$ cat src/rtl/fft_pkg.sv
// ---------------------------------------------------------------------------
// fft_pkg
// Shared definitions for the 32-point FFT stage sequencer: default sizing,
// sequencer state encoding and the twiddle-ROM stride helper.
// ---------------------------------------------------------------------------
package fft_pkg;

   localparam int unsigned FFT_POINTS    = 32;
   localparam int unsigned NUM_STAGES_DF = $clog2(FFT_POINTS);
   localparam int unsigned SEL_STEPS_DF  = 5;
   localparam int unsigned STAGE_W_DF    = 3;
   localparam int unsigned SEL_W         = 3;

   typedef enum logic [1:0] {
      ST_IDLE = 2'd0,
      ST_RUN  = 2'd1,
      ST_FIN  = 2'd2
   } seq_state_e;

   // Twiddle index stride halves with every stage: 1 << (num_stages-1-stage).
   function automatic logic [31:0] tw_stride_f(input int unsigned num_stages,
                                               input int unsigned stage);
      return 32'(1) << (num_stages - 1 - stage);
   endfunction

endpackage

$ cat src/rtl/fft_phase_counter.sv
// ---------------------------------------------------------------------------
// fft_phase_counter
// MAC phase (sel) and stage index counter pair. sel runs 0..SEL_STEPS-1 and
// carries into the stage index; the terminal step (last phase of the last
// stage) returns both counters to 0 so they never run past their limits.
// Ports:
//   clk, reset   clock, synchronous active-low reset
//   en_i         advance one phase
//   clr_i        synchronous clear (dominates en_i)
//   sel_o        current MAC phase
//   stage_o      current stage index
//   term_c_o     combinational: current step is the final one of the run
// ---------------------------------------------------------------------------
module fft_phase_counter
   import fft_pkg::*;
#(
   parameter int unsigned NUM_STAGES = NUM_STAGES_DF,
   parameter int unsigned SEL_STEPS  = SEL_STEPS_DF,
   parameter int unsigned STAGE_W    = STAGE_W_DF
) (
   input  logic               clk,
   input  logic               reset,
   input  logic               en_i,
   input  logic               clr_i,
   output logic [SEL_W-1:0]   sel_o,
   output logic [STAGE_W-1:0] stage_o,
   output logic               term_c_o
);

   logic [SEL_W-1:0]   sel_q, sel_d;
   logic [STAGE_W-1:0] stage_q, stage_d;
   logic               sel_last_c;

   assign sel_last_c = (sel_q == SEL_W'(SEL_STEPS - 1));
   assign term_c_o   = sel_last_c && (stage_q == STAGE_W'(NUM_STAGES - 1));

   // Next-count logic: phase wrap carries into the stage index.
   always_comb begin
      sel_d   = sel_q;
      stage_d = stage_q;
      if (clr_i) begin
         sel_d   = '0;
         stage_d = '0;
      end else if (en_i) begin
         if (sel_last_c) begin
            sel_d   = '0;
            stage_d = term_c_o ? '0 : stage_q + STAGE_W'(1);
         end else begin
            sel_d = sel_q + SEL_W'(1);
         end
      end
   end

   always_ff @(posedge clk) begin
      if (!reset) begin
         sel_q   <= '0;
         stage_q <= '0;
      end else begin
         sel_q   <= sel_d;
         stage_q <= stage_d;
      end
   end

   assign sel_o   = sel_q;
   assign stage_o = stage_q;

endmodule

$ cat src/rtl/fft_stage_sequencer.sv
// ---------------------------------------------------------------------------
// fft_stage_sequencer
// Steps the five FFT stage datapaths through their MAC micro-sequence, one
// stage at a time, after a start request.
// Ports:
//   clk, reset    clock, synchronous active-low reset
//   start         one-cycle run request (ignored while running)
//   hold          stall; freezes sequencing while high in RUN
//   sel           MAC phase select
//   PU_enable     processing-unit enable (RUN and not held)
//   stage_idx     active stage
//   stage_en      one-hot capture strobe on the last phase of a stage
//   tw_stride     twiddle ROM stride for the active stage
//   busy, done    run in progress / one-cycle completion pulse
//   cycle_count   (FFT_SEQ_PERF_EN only) RUN cycles of the last run, saturating
// Build option: define FFT_SEQ_PERF_EN to add the cycle_count port.
// ---------------------------------------------------------------------------
module fft_stage_sequencer
   import fft_pkg::*;
#(
   parameter int unsigned NUM_STAGES = NUM_STAGES_DF,
   parameter int unsigned SEL_STEPS  = SEL_STEPS_DF,
   parameter int unsigned STAGE_W    = STAGE_W_DF
) (
   input  logic                  clk,
   input  logic                  reset,
   input  logic                  start,
   input  logic                  hold,
   output logic [SEL_W-1:0]      sel,
   output logic                  PU_enable,
   output logic [STAGE_W-1:0]    stage_idx,
   output logic [NUM_STAGES-1:0] stage_en,
   output logic [NUM_STAGES-1:0] tw_stride,
   output logic                  busy,
`ifdef FFT_SEQ_PERF_EN
   output logic                  done,
   output logic [15:0]           cycle_count
`else
   output logic                  done
`endif
);

   seq_state_e state_q, state_d;
   logic       busy_q, busy_d;
   logic       done_q, done_d;
   logic       run_c, step_c, accept_c, term_c, sel_last_c;

   assign run_c    = (state_q == ST_RUN);
   assign step_c   = run_c && !hold;
   assign accept_c = start && !run_c;

   fft_phase_counter #(
      .NUM_STAGES (NUM_STAGES),
      .SEL_STEPS  (SEL_STEPS),
      .STAGE_W    (STAGE_W)
   ) u_cnt (
      .clk      (clk),
      .reset    (reset),
      .en_i     (step_c),
      .clr_i    (accept_c),
      .sel_o    (sel),
      .stage_o  (stage_idx),
      .term_c_o (term_c)
   );

   // Next state and registered status outputs.
   always_comb begin
      state_d = state_q;
      unique case (state_q)
         ST_IDLE: if (start) state_d = ST_RUN;
         ST_RUN:  if (!hold && term_c) state_d = ST_FIN;
         ST_FIN:  state_d = start ? ST_RUN : ST_IDLE;
         default: state_d = ST_IDLE;
      endcase
      busy_d = (state_d == ST_RUN);
      done_d = (state_d == ST_FIN);
   end

   always_ff @(posedge clk) begin
      if (!reset) begin
         state_q <= ST_IDLE;
         busy_q  <= 1'b0;
         done_q  <= 1'b0;
      end else begin
         state_q <= state_d;
         busy_q  <= busy_d;
         done_q  <= done_d;
      end
   end

   assign busy = busy_q;
   assign done = done_q;

   // Enable and capture strobe are gated by the live hold so a stalled
   // cycle can never capture or clock the MAC units.
   assign sel_last_c = (sel == SEL_W'(SEL_STEPS - 1));
   assign PU_enable  = step_c;
   assign stage_en   = (step_c && sel_last_c) ? (NUM_STAGES'(1) << stage_idx) : '0;
   assign tw_stride  = NUM_STAGES'(tw_stride_f(NUM_STAGES, 32'(stage_idx)));

`ifdef FFT_SEQ_PERF_EN
   logic [15:0] cnt_q, cnt_d;

   // Counts every RUN cycle (held or not), cleared on an accepted start.
   always_comb begin
      cnt_d = cnt_q;
      if (accept_c)
         cnt_d = '0;
      else if (run_c && (cnt_q != 16'hFFFF))
         cnt_d = cnt_q + 16'd1;
   end

   always_ff @(posedge clk) begin
      if (!reset) cnt_q <= '0;
      else        cnt_q <= cnt_d;
   end

   assign cycle_count = cnt_q;
`endif

endmodule

$ cat config.mk
export PLATFORM = sky130hd
export DESIGN_NAME = fft_stage_sequencer
export DESIGN_NICKNAME = d
export VERILOG_FILES = /design/src/rtl/fft_pkg.sv /design/src/rtl/fft_phase_counter.sv /design/src/rtl/fft_stage_sequencer.sv
export SDC_FILE = /design/constraint.sdc
export NUM_CORES = 1
export LEC_CHECK = 0
export ABC_CLOCK_PERIOD_IN_PS = 2200
export BUFFER_PORTS_ARGS = -buffer_cell sky130_fd_sc_hd__buf_2
export CORE_ASPECT_RATIO = 1.2
export CORE_MARGIN = 1.5
export CORE_UTILIZATION = 35
export CTS_CLUSTER_DIAMETER = 30
export DETAILED_ROUTE_END_ITERATION = 12
export SYNTH_ARGS = -nofsm -noshare
export SYNTH_HDL_FRONTEND = slang
export SYNTH_SLANG_ARGS = --single-unit
export TNS_END_PERCENT = 30
$ cat constraint.sdc
create_clock -name clk -period 2.2 [get_ports clk]
set_input_delay 0.11 -clock clk [delete_from_list [all_inputs] [get_ports clk]]
set_output_delay 0.11 -clock clk [all_outputs]
set_load 0.005 [all_outputs]
==> flow_summary.json <==
{
  "grt_pass1_vias": 516,
  "seqPwrFrac_pct": 49.5,
  "hold_viol": 0,
  "dpl_worst_slack_ps": 413.7,
  "portBuffers": 22,
  "tns_ps": 0,
  "crit_fanout": 8,
  "seq_area_frac_synth_pct": 32.00,
  "status": "finished, final reports clean",
  "vias_per_cell": 4.910,
  "clk_pin_slew_ps": 70,
  "clockPowerShare_pct": 42.5,
  "grt_pass1_wl_mm": 2.159,
  "finalWirelength_mm": 1.195,
  "coreArea_sq_mm": 0.001662,
  "synthCells": 67,
  "slew_violations": 0,
  "die_width_um": 41.60,
  "crit_start": "u_cnt.stage_o[0]",
  "cts_resized": 0,
  "cts_buffer_depth": 2,
  "place_hpwl_um": 988.8,
  "yosysWarningCount": 0,
  "p_switching_mw": 0.08218,
  "firstDrtPassIters": 3,
  "dieArea_sq_mm": 0.002051,
  "clock_skew_ps": 2.433,
  "synth_cell_type_count": 25,
  "cp.required_ps": 2090,
  "layout_common_cells": "buf_2 (22), dfxtp_1 (10), ha_1 (9)",
  "hold_class": "in2reg",
  "cts_tree": "built",
  "tightest_slew_ps": 328.7,
  "final_common_cell": "buf_2",
  "fin_util_pct": 47.82,
  "leakage_nw": 0.3813,
  "cap_violations": 0,
  "combPwrFrac_pct": 8.0,
  "arrival_ps": 1770,
  "layout_min_cycle_time_ps": 1880,
  "detail-route-antenna-nets": 0,
  "vias": 545,
  "min_period_over_period_pct": 85.45,
  "timing.slew.headroom_pct": 78.09,
  "synth-seq-cells": 10,
  "clk_latency_ps": 260,
  "clock-sinks": 10,
  "drc": 0,
  "start_kind": "register",
  "p_per_area_mw_per_mm2": 479.8,
  "ff2ff_setup_slack_ps": 420,
  "diodes": 0,
  "area_growth_pct": 27.00,
  "ir_drop_v": 0.0002842,
  "start_util_pct": 37.65,
  "first_iter_violations": 10,
  "root_buffer": "clkbuf_4",
  "grt-ovfl-total": 0,
  "groute.usage.overall_pct": 13.48,
  "end_kind": "primary output",
  "rsz0062_at_grt": "false",
  "fin_ws_ps": 320.2,
  "p_int_mw": 0.2990,
  "drive_above_1_share_pct": 36.56,
  "wire_per_inst_um": 10.77,
  "setup_viol": 0,
  "totalPowerFinal_mw": 0.3812,
  "antenna_found_initial": 0,
  "cts_buffers": 3,
  "swShare_pct": 21.56,
  "num_io_pins": 23,
  "htreeDepth": 1,
  "avgSynthCellArea_sq_um": 9.337,
  "hp-start": "reset",
  "cts_hold_buf": 0,
  "cts_setup_buffers": 0,
  "num_rows": 16,
  "gp_congestion": 0.7813,
  "syn_area_sq_um": 625.6,
  "die_h_um": 49.32,
  "grt_max_degree": 9,
  "reg2reg_from": "u_cnt.stage_o[0]",
  "synth_fp_nets": 80,
  "path_class": "reg2out",
  "layout.nets": 107,
  "max_freq_mhz": 532.0
}
[kinds of logic (layout without fill, tap and decap cells)]
family	count (synthesis)	in the layout	share of synthesized area, %
xor gates and xnor gates	2	2	2.801
and+or+nand+nor	26	26	30.00
DFF	10	10	32.00
adders and majority gates	9	9	18.00
buffers and inverters	6	32	3.600
AOI/OAI and AO/OA	14	14	13.60
[registers in the layout, summed over array words and instances, names as in the netlist]
register	count
busy	1
done	1
state_q	2
u_cnt.sel_o	3
u_cnt.stage_o	3
[synth_stat cells (all sizes together)]
master  count  share of area, %
nor2        2               1.2
and3        5               5.0
o21ai       6               5.4
nor3b       1               2.0
inv         6               3.6
ha          9                18
xnor2       2               2.8
nand2       2               1.2
nor3        3               2.4
a21oi       5               4.6
and3b       1               1.6
and2        4               4.0
a211oi      1               1.2
or4         2               3.0
nor4b       1               1.4
nand4b      1               1.4
and2b       1               1.4
nand2b      1               2.2
o21a        2               2.4
nand3b      1               1.2
dfxtp      10                32
and4bb      1               2.0
[power groups by stage]
stage                     clock, mW  combinational, mW  sequential [mW]
after CTS                     0.168             0.0309            0.189
after global routing          0.181             0.0353            0.189
after global placement            0             0.0306            0.193
final                         0.162             0.0305            0.189
after detailed placement          0             0.0308            0.193
after floorplan                   0             0.0188            0.193
[metal layers]
layer / vias up / GRT usage [%] / share of wire (%)
li1: 288 / - / -
met1: 237 / 16.85 / 46
met2: 18 / 22.92 / 47
met3: 2 / 1.111 / 6.2
met4: 0 / 6.452 / 0.84
met5: - / 0 / 0
[cell type report]
cell class / count / area (sq um)
clock buffers: 4 / 36.28
fillers: 178 / 867.1
multi-input cells: 51 / 402.9
well taps: 18 / 22.52
flip-flops and latches: 10 / 200.2
repair buffers: 22 / 110.1
inverters: 6 / 22.52
[stage by stage]
| step | std cells | hold slack, ps | cell area (sq um) |
|---|---|---|---|
| 6_report | 111 | 111.6 | 794.5 |
| 5_1_grt | 111 | 102.8 | 794.5 |
| 4_1_cts | 111 | 104.2 | 794.5 |
| 3_5_place_dp | 107 | 377.2 | 758.2 |
| 3_3_place_gp | 107 | 379.8 | 758.2 |
| 2_1_floorplan | 67 | 227.7 | 625.6 |
[path summary, 6_finish.rpt]
check	to	depth (start not counted)
setup / recovery	tw_stride[2]	6
hold / removal	state_q[0]	2
setup reg to reg	u_cnt.stage_o[2]	5
hold reg to reg	u_cnt.sel_o[1]	2
[critical path: stages (launching register included)]
cell      delay, ps
dfxtp_1         440
inv_1           130
ha_1            240
ha_1            290
nand2_1          60
a211oi_1        210
buf_2           150
Power figures use the tool's default switching activity.
